$ cat src/rtl/dispatch_credit_ctrl.sv
// Dispatch gate: grants the oldest in-order run of decoded slots that fits the
// ROB/RS/PRF/LSQ credit counters, and tracks those credits across release and flush.
module dispatch_credit_ctrl #(
    parameter int WIDTH     = 2,
    parameter int ROB_DEPTH = 32,
    parameter int RS_DEPTH  = 16,
    parameter int PRF_FREE  = 32,
    parameter int LSQ_DEPTH = 16,
    localparam int CW = $clog2(WIDTH + 1),
    localparam int RW = $clog2(ROB_DEPTH + 1),
    localparam int SW = $clog2(RS_DEPTH + 1),
    localparam int PW = $clog2(PRF_FREE + 1),
    localparam int LW = $clog2(LSQ_DEPTH + 1)
) (
    input  logic             clk,
    input  logic             rst,
    input  logic [WIDTH-1:0] slot_valid,
    input  logic [WIDTH-1:0] slot_is_mem,
    input  logic [WIDTH-1:0] slot_has_rd,
    input  logic [CW-1:0]    rob_retire_cnt,
    input  logic [CW-1:0]    rs_issue_cnt,
    input  logic [CW-1:0]    prf_free_cnt,
    input  logic [CW-1:0]    lsq_release_cnt,
    input  logic             flush,
    input  logic [PW-1:0]    flush_prf_free,
    output logic [WIDTH-1:0] dispatch_grant,
    output logic [CW-1:0]    dispatch_cnt,
    output logic             stall_frontend,
    output logic [RW-1:0]    rob_credit,
    output logic [SW-1:0]    rs_credit,
    output logic [PW-1:0]    prf_credit,
    output logic [LW-1:0]    lsq_credit,
    output logic             err_overflow
);

    // Wide enough that credit + release never wraps before the saturation compare.
    localparam int AW = $clog2(ROB_DEPTH + RS_DEPTH + PRF_FREE + LSQ_DEPTH + 4 * WIDTH + 1) + 1;

    logic [RW-1:0]    rob_credit_r;
    logic [SW-1:0]    rs_credit_r;
    logic [PW-1:0]    prf_credit_r;
    logic [LW-1:0]    lsq_credit_r;
    logic             err_overflow_r;

    logic [WIDTH-1:0] grant_s;
    logic             chain_s;
    logic             slot_ok_s;
    logic [AW-1:0]    rd_sum_s;
    logic [AW-1:0]    mem_sum_s;
    logic [AW-1:0]    disp_cnt_s;
    logic [AW-1:0]    rd_grant_s;
    logic [AW-1:0]    mem_grant_s;

    logic [AW-1:0]    rob_sum_s;
    logic [AW-1:0]    rs_sum_s;
    logic [AW-1:0]    prf_sum_s;
    logic [AW-1:0]    lsq_sum_s;
    logic             rob_ovf_s;
    logic             rs_ovf_s;
    logic             prf_ovf_s;
    logic             lsq_ovf_s;
    logic [RW-1:0]    rob_next_s;
    logic [SW-1:0]    rs_next_s;
    logic [PW-1:0]    prf_next_s;
    logic [LW-1:0]    lsq_next_s;

    // Prefix grant: each slot needs cumulative demand up to itself to fit the credits.
    always_comb begin
        grant_s     = {WIDTH{1'b0}};
        chain_s     = 1'b1;
        slot_ok_s   = 1'b0;
        rd_sum_s    = {AW{1'b0}};
        mem_sum_s   = {AW{1'b0}};
        disp_cnt_s  = {AW{1'b0}};
        rd_grant_s  = {AW{1'b0}};
        mem_grant_s = {AW{1'b0}};
        for (int i = 0; i < WIDTH; i++) begin
            rd_sum_s    = rd_sum_s + AW'(slot_has_rd[i]);
            mem_sum_s   = mem_sum_s + AW'(slot_is_mem[i]);
            slot_ok_s   = slot_valid[i] & chain_s & ~flush
                        & (AW'(i + 1) <= AW'(rob_credit_r))
                        & (AW'(i + 1) <= AW'(rs_credit_r))
                        & (rd_sum_s <= AW'(prf_credit_r))
                        & (mem_sum_s <= AW'(lsq_credit_r));
            grant_s[i]  = slot_ok_s;
            chain_s     = slot_ok_s;
            disp_cnt_s  = disp_cnt_s + AW'(slot_ok_s);
            rd_grant_s  = rd_grant_s + AW'(slot_ok_s & slot_has_rd[i]);
            mem_grant_s = mem_grant_s + AW'(slot_ok_s & slot_is_mem[i]);
        end
    end

    // Next credit values; anything above a structure's size saturates and flags overflow.
    always_comb begin
        rob_sum_s  = AW'(rob_credit_r) - disp_cnt_s + AW'(rob_retire_cnt);
        rs_sum_s   = AW'(rs_credit_r) - disp_cnt_s + AW'(rs_issue_cnt);
        prf_sum_s  = AW'(prf_credit_r) - rd_grant_s + AW'(prf_free_cnt);
        lsq_sum_s  = AW'(lsq_credit_r) - mem_grant_s + AW'(lsq_release_cnt);
        rob_ovf_s  = rob_sum_s > AW'(ROB_DEPTH);
        rs_ovf_s   = rs_sum_s > AW'(RS_DEPTH);
        prf_ovf_s  = prf_sum_s > AW'(PRF_FREE);
        lsq_ovf_s  = lsq_sum_s > AW'(LSQ_DEPTH);
        rob_next_s = rob_ovf_s ? RW'(ROB_DEPTH) : rob_sum_s[RW-1:0];
        rs_next_s  = rs_ovf_s  ? SW'(RS_DEPTH)  : rs_sum_s[SW-1:0];
        prf_next_s = prf_ovf_s ? PW'(PRF_FREE)  : prf_sum_s[PW-1:0];
        lsq_next_s = lsq_ovf_s ? LW'(LSQ_DEPTH) : lsq_sum_s[LW-1:0];
    end

    // Credit registers; a flush ignores all releases and restores the structure sizes.
    always_ff @(posedge clk or posedge rst) begin
        if (rst) begin
            rob_credit_r   <= RW'(ROB_DEPTH);
            rs_credit_r    <= SW'(RS_DEPTH);
            prf_credit_r   <= PW'(PRF_FREE);
            lsq_credit_r   <= LW'(LSQ_DEPTH);
            err_overflow_r <= 1'b0;
        end else if (flush) begin
            rob_credit_r   <= RW'(ROB_DEPTH);
            rs_credit_r    <= SW'(RS_DEPTH);
            prf_credit_r   <= flush_prf_free;
            lsq_credit_r   <= LW'(LSQ_DEPTH);
            err_overflow_r <= err_overflow_r;
        end else begin
            rob_credit_r   <= rob_next_s;
            rs_credit_r    <= rs_next_s;
            prf_credit_r   <= prf_next_s;
            lsq_credit_r   <= lsq_next_s;
            err_overflow_r <= err_overflow_r | rob_ovf_s | rs_ovf_s | prf_ovf_s | lsq_ovf_s;
        end
    end

    // Grant is forced low during reset even though the credits already read full.
    assign dispatch_grant = grant_s & ~{WIDTH{rst}};
    assign dispatch_cnt   = rst ? {CW{1'b0}} : disp_cnt_s[CW-1:0];
    assign stall_frontend = |(slot_valid & ~dispatch_grant);
    assign rob_credit     = rob_credit_r;
    assign rs_credit      = rs_credit_r;
    assign prf_credit     = prf_credit_r;
    assign lsq_credit     = lsq_credit_r;
    assign err_overflow   = err_overflow_r;

endmodule

$ cat config.mk
export PLATFORM = sky130hd
export DESIGN_NAME = dispatch_credit_ctrl
export DESIGN_NICKNAME = d
export VERILOG_FILES = /design/src/rtl/dispatch_credit_ctrl.sv
export SDC_FILE = /design/constraint.sdc
export NUM_CORES = 1
export LEC_CHECK = 0
export ABC_AREA = 0
export ABC_CLOCK_PERIOD_IN_PS = 4550
export BUFFER_PORTS_ARGS = -buffer_cell sky130_fd_sc_hd__buf_2
export CAP_MARGIN = 20
export CORE_MARGIN = 2
export CORE_UTILIZATION = 45
export CTS_CLUSTER_DIAMETER = 60
export DETAILED_ROUTE_END_ITERATION = 12
export GPL_TIMING_DRIVEN = 0
export PLACE_DENSITY = 0.7
export RECOVER_POWER = 25
export SYNTH_ARGS = -nofsm -noshare
export SYNTH_HDL_FRONTEND = slang
export SYNTH_SLANG_ARGS = --single-unit
$ cat constraint.sdc
create_clock -name clk -period 4.55 [get_ports clk]
set_input_delay 0.2275 -clock clk [delete_from_list [all_inputs] [get_ports clk]]
set_output_delay 0.2275 -clock clk [all_outputs]
set_load 0.05 [all_outputs]
==> results.cfg <==
[drt]
num_vias = 2331
postRouteAntennaNets = 0
routed_wl_um = 6140
drc_errors = 0
drt_iter0_drc = 94
avgRoutedWirePerCell_um = 14.5
drt_first_pass_iters = 4
via_per_inst = 5.50

[clocking]
clk_path_buf_depth = 2
cts_tree = built
worstSkewPairLatency_ns = 0.27
htreeDepth = 1
numClockSinks = 23
hold_buffers = 0
root_buffer = clkbuf_8
cts_made_buffers = 3
clk_pin_slew_ns = 0.09

[power]
p_sw_uw = 858
combPwrFrac = 0.731
seq_power_share = 0.194
internal_power_uw = 845
p_leak_uw = 0.00147
p_clk_frac = 0.076
vdd_drop_max_uv = 268
power.density_mw_per_mm2 = 538
netSwitchingFraction = 0.504

[grt]
grt_pass1_wl_um = 9780
grt_pass1_vias = 2065
grt_use_met3 = 0.0299
grt-ovfl-total = 0
met1_usage = 0.265
antenna_found_initial = 0
use_met2 = 0.333
grt_busiest_layer = met2
grt.total_usage = 0.194
grt_max_degree = 25

[yosys]
synth_top_area_cell = dfrtp_1
synthCells = 287
synth_top_area_share = 0.190
ys_warn_count = 0
synthMuxAreaShare = 0.00401
synthSimpleGateAreaFrac = 0.229
ys_seq_elements = 23
synth_edf_count = 0
synth-adder-area-share = 0.199
synth.most_common_cell = inv_1
synth.distinct_cells = 59
syn_nets = 345
synth_compound_area_frac = 0.163
syn-cell-area_mm2 = 0.00250
seq_area_frac_synth = 0.232
async_reset_ff_frac = 1.00
synth_common_cells = inv_1, ha_1, nand2_1, nor2_1, dfrtp_1
synth.area.top_cells = dfrtp_1, ha_1, fa_1
synth-xor-area-share = 0.104
synth_ff_type = dfrtp_1
synth_top_family_by_area = simple AND/OR/NAND/NOR gates
syn_area_per_cell_um2 = 8.70

[place]
io_buffers = 49
gp_congestion = 0.892
place_ws_ns = -0.349
hpwl_um = 4590
place_area_mm2 = 0.00290

[floorplan]
dieArea_mm2 = 0.00616
design.core.area_mm2 = 0.00544
core.rowCount = 27
ios = 51
fp.dieH_um = 78.5
fp.dieW_um = 78.5
initial_utilization = 0.459

[finish]
nNetsFinal = 411
fillers = 518
n_antenna_cell = 0
drive_above_1_share = 0.330
finish.utilization = 0.582
fin_area_mm2 = 0.00316
area_growth_syn_to_layout_pct = 26.7

[critical_path]
cp.required_ns = 4.74
endpoint_kind = flop
crit_type = reg -> reg
start_kind = flop
arrival_ns = 4.80
worst-path-max-fanout = 3

[timing]
drv_slew = 0
setup_violations = 3
hold-worst-slack_ns = 0.162
fin_worst_skew_ns = 0.00609
rsz0062_at_grt = yes
worst_pin_slew_ns = 0.862
fin_tns_setup_ns = -0.124
hold_violations = 0
slew_headroom = 0.425
finalCritPeriodShare = 1.01
period_minus_slack_ns = 4.61
setup_ws_ns = -0.0596
timing.fmax_mhz = 217

[outcome]
failed_checks = negative setup slack
status = finished with violations

[min_path]
hold_class = in -> reg

[run]
maxCapViolations = 0
==> cells by family (layout without fill, tap and decap cells) <==
logic type,count (synthesis),in the layout
adders and majority gates,35,35
buffers and inverters,43,108
AOI/OAI and AO/OA,54,54
muxes,1,1
and+or+nand+nor,103,103
xor gates and xnor gates,28,28
DFF,23,23
==> per-stage QoR <==
step | total power, uW | instances
after floorplan | 1140 | 287
after global placement | 1360 | 408
after detailed placement | 1370 | 408
after CTS | 1560 | 416
after global routing | 1840 | 424
final | 1700 | 424
==> cells in the final DEF, fill, tap and decap left out, types with 6 or more instances in the layout <==
| master | synthesis | final |
|---|---|---|
| buf_2 | 0 | 48 |
| inv_1 | 33 | 31 |
| nand2_1 | 22 | 21 |
| ha_1 | 27 | 21 |
| nor2_1 | 22 | 18 |
| xnor2_1 | 16 | 16 |
| buf_4 | 0 | 14 |
| dfrtp_1 | 19 | 12 |
| xor2_1 | 11 | 11 |
| nor3_1 | 10 | 10 |
| a21oi_1 | 9 | 7 |
| dfrtp_2 | 0 | 7 |
| nor2b_1 | 7 | 6 |
| fa_1 | 8 | 6 |
==> registers in the layout, summed over array words and instances (netlist names) <==
name,cells
err_overflow,1
rs_credit,5
prf_credit,6
lsq_credit,5
rob_credit,6
==> what timing repair did <==
action,CTS,global route
pin swaps,4,17
buffers inserted,7,9
gates cloned,0,0
setup endpoints to repair,6,16
hold endpoints to repair,0,0
resized for setup,6,17
==> cell type report <==
class,instances,area [um^2],share of cell area
inverters,35,131,0.0415
multi-input cells,221,1910,0.604
clock buffers,3,41.3,0.0131
repair buffers,65,372,0.117
plain buffers,4,22.5,0.00712
clock inverters,1,5.00,0.00158
well taps,72,90.1,0.0285
flip-flops and latches,23,589,0.186
==> critical path: stages (launching register included) <==
cell and delay (ns):
dfrtp_2 0.43, inv_2 0.08, ha_4 0.19, nor2b_1 0.12
o21ai_1 0.12, a21oi_1 0.07, or4_4 0.51, nor2_4 0.17
nand2_2 0.07, fa_1 0.46, ha_1 0.32, xor2_1 0.15
ha_2 0.18, fa_1 0.49, nor2_2 0.13, nand2_1 0.07
or4b_4 0.51, a31o_4 0.26, o31ai_2 0.20
==> path summary, 6_finish.rpt <==
path / start / slack (ns) / cells past startpoint / end
setup / recovery: lsq_credit[1] / -0.06 / 18 / prf_credit[2]
hold / removal: flush_prf_free[5] / 0.16 / 3 / prf_credit[5]
setup reg to reg: lsq_credit[1] / -0.06 / 18 / prf_credit[2]
hold reg to reg: err_overflow / 0.57 / 2 / err_overflow
max in group asynchronous: rst / 3.78 / 2 / rs_credit[3]
min in group asynchronous: rst / 0.18 / 2 / rob_credit[1]
==> metal layers <==
metal / wire [um] / share of wire
met1: 2780 / 0.45
met2: 3130 / 0.51
met3: 215 / 0.035
met4: 16 / 0.0026
met5: 0 / 0
==> power groups by stage <==
stage | Sequential (uW) | Clock [uW] | Combinational, uW
2_1_floorplan | 455 | 0 | 690
3_3_place_gp | 322 | 0 | 1030
3_5_place_dp | 323 | 0 | 1040
4_1_cts | 323 | 133 | 1100
5_1_grt | 340 | 142 | 1360
6_report | 330 | 129 | 1240
(Power assumes the default switching activity.)
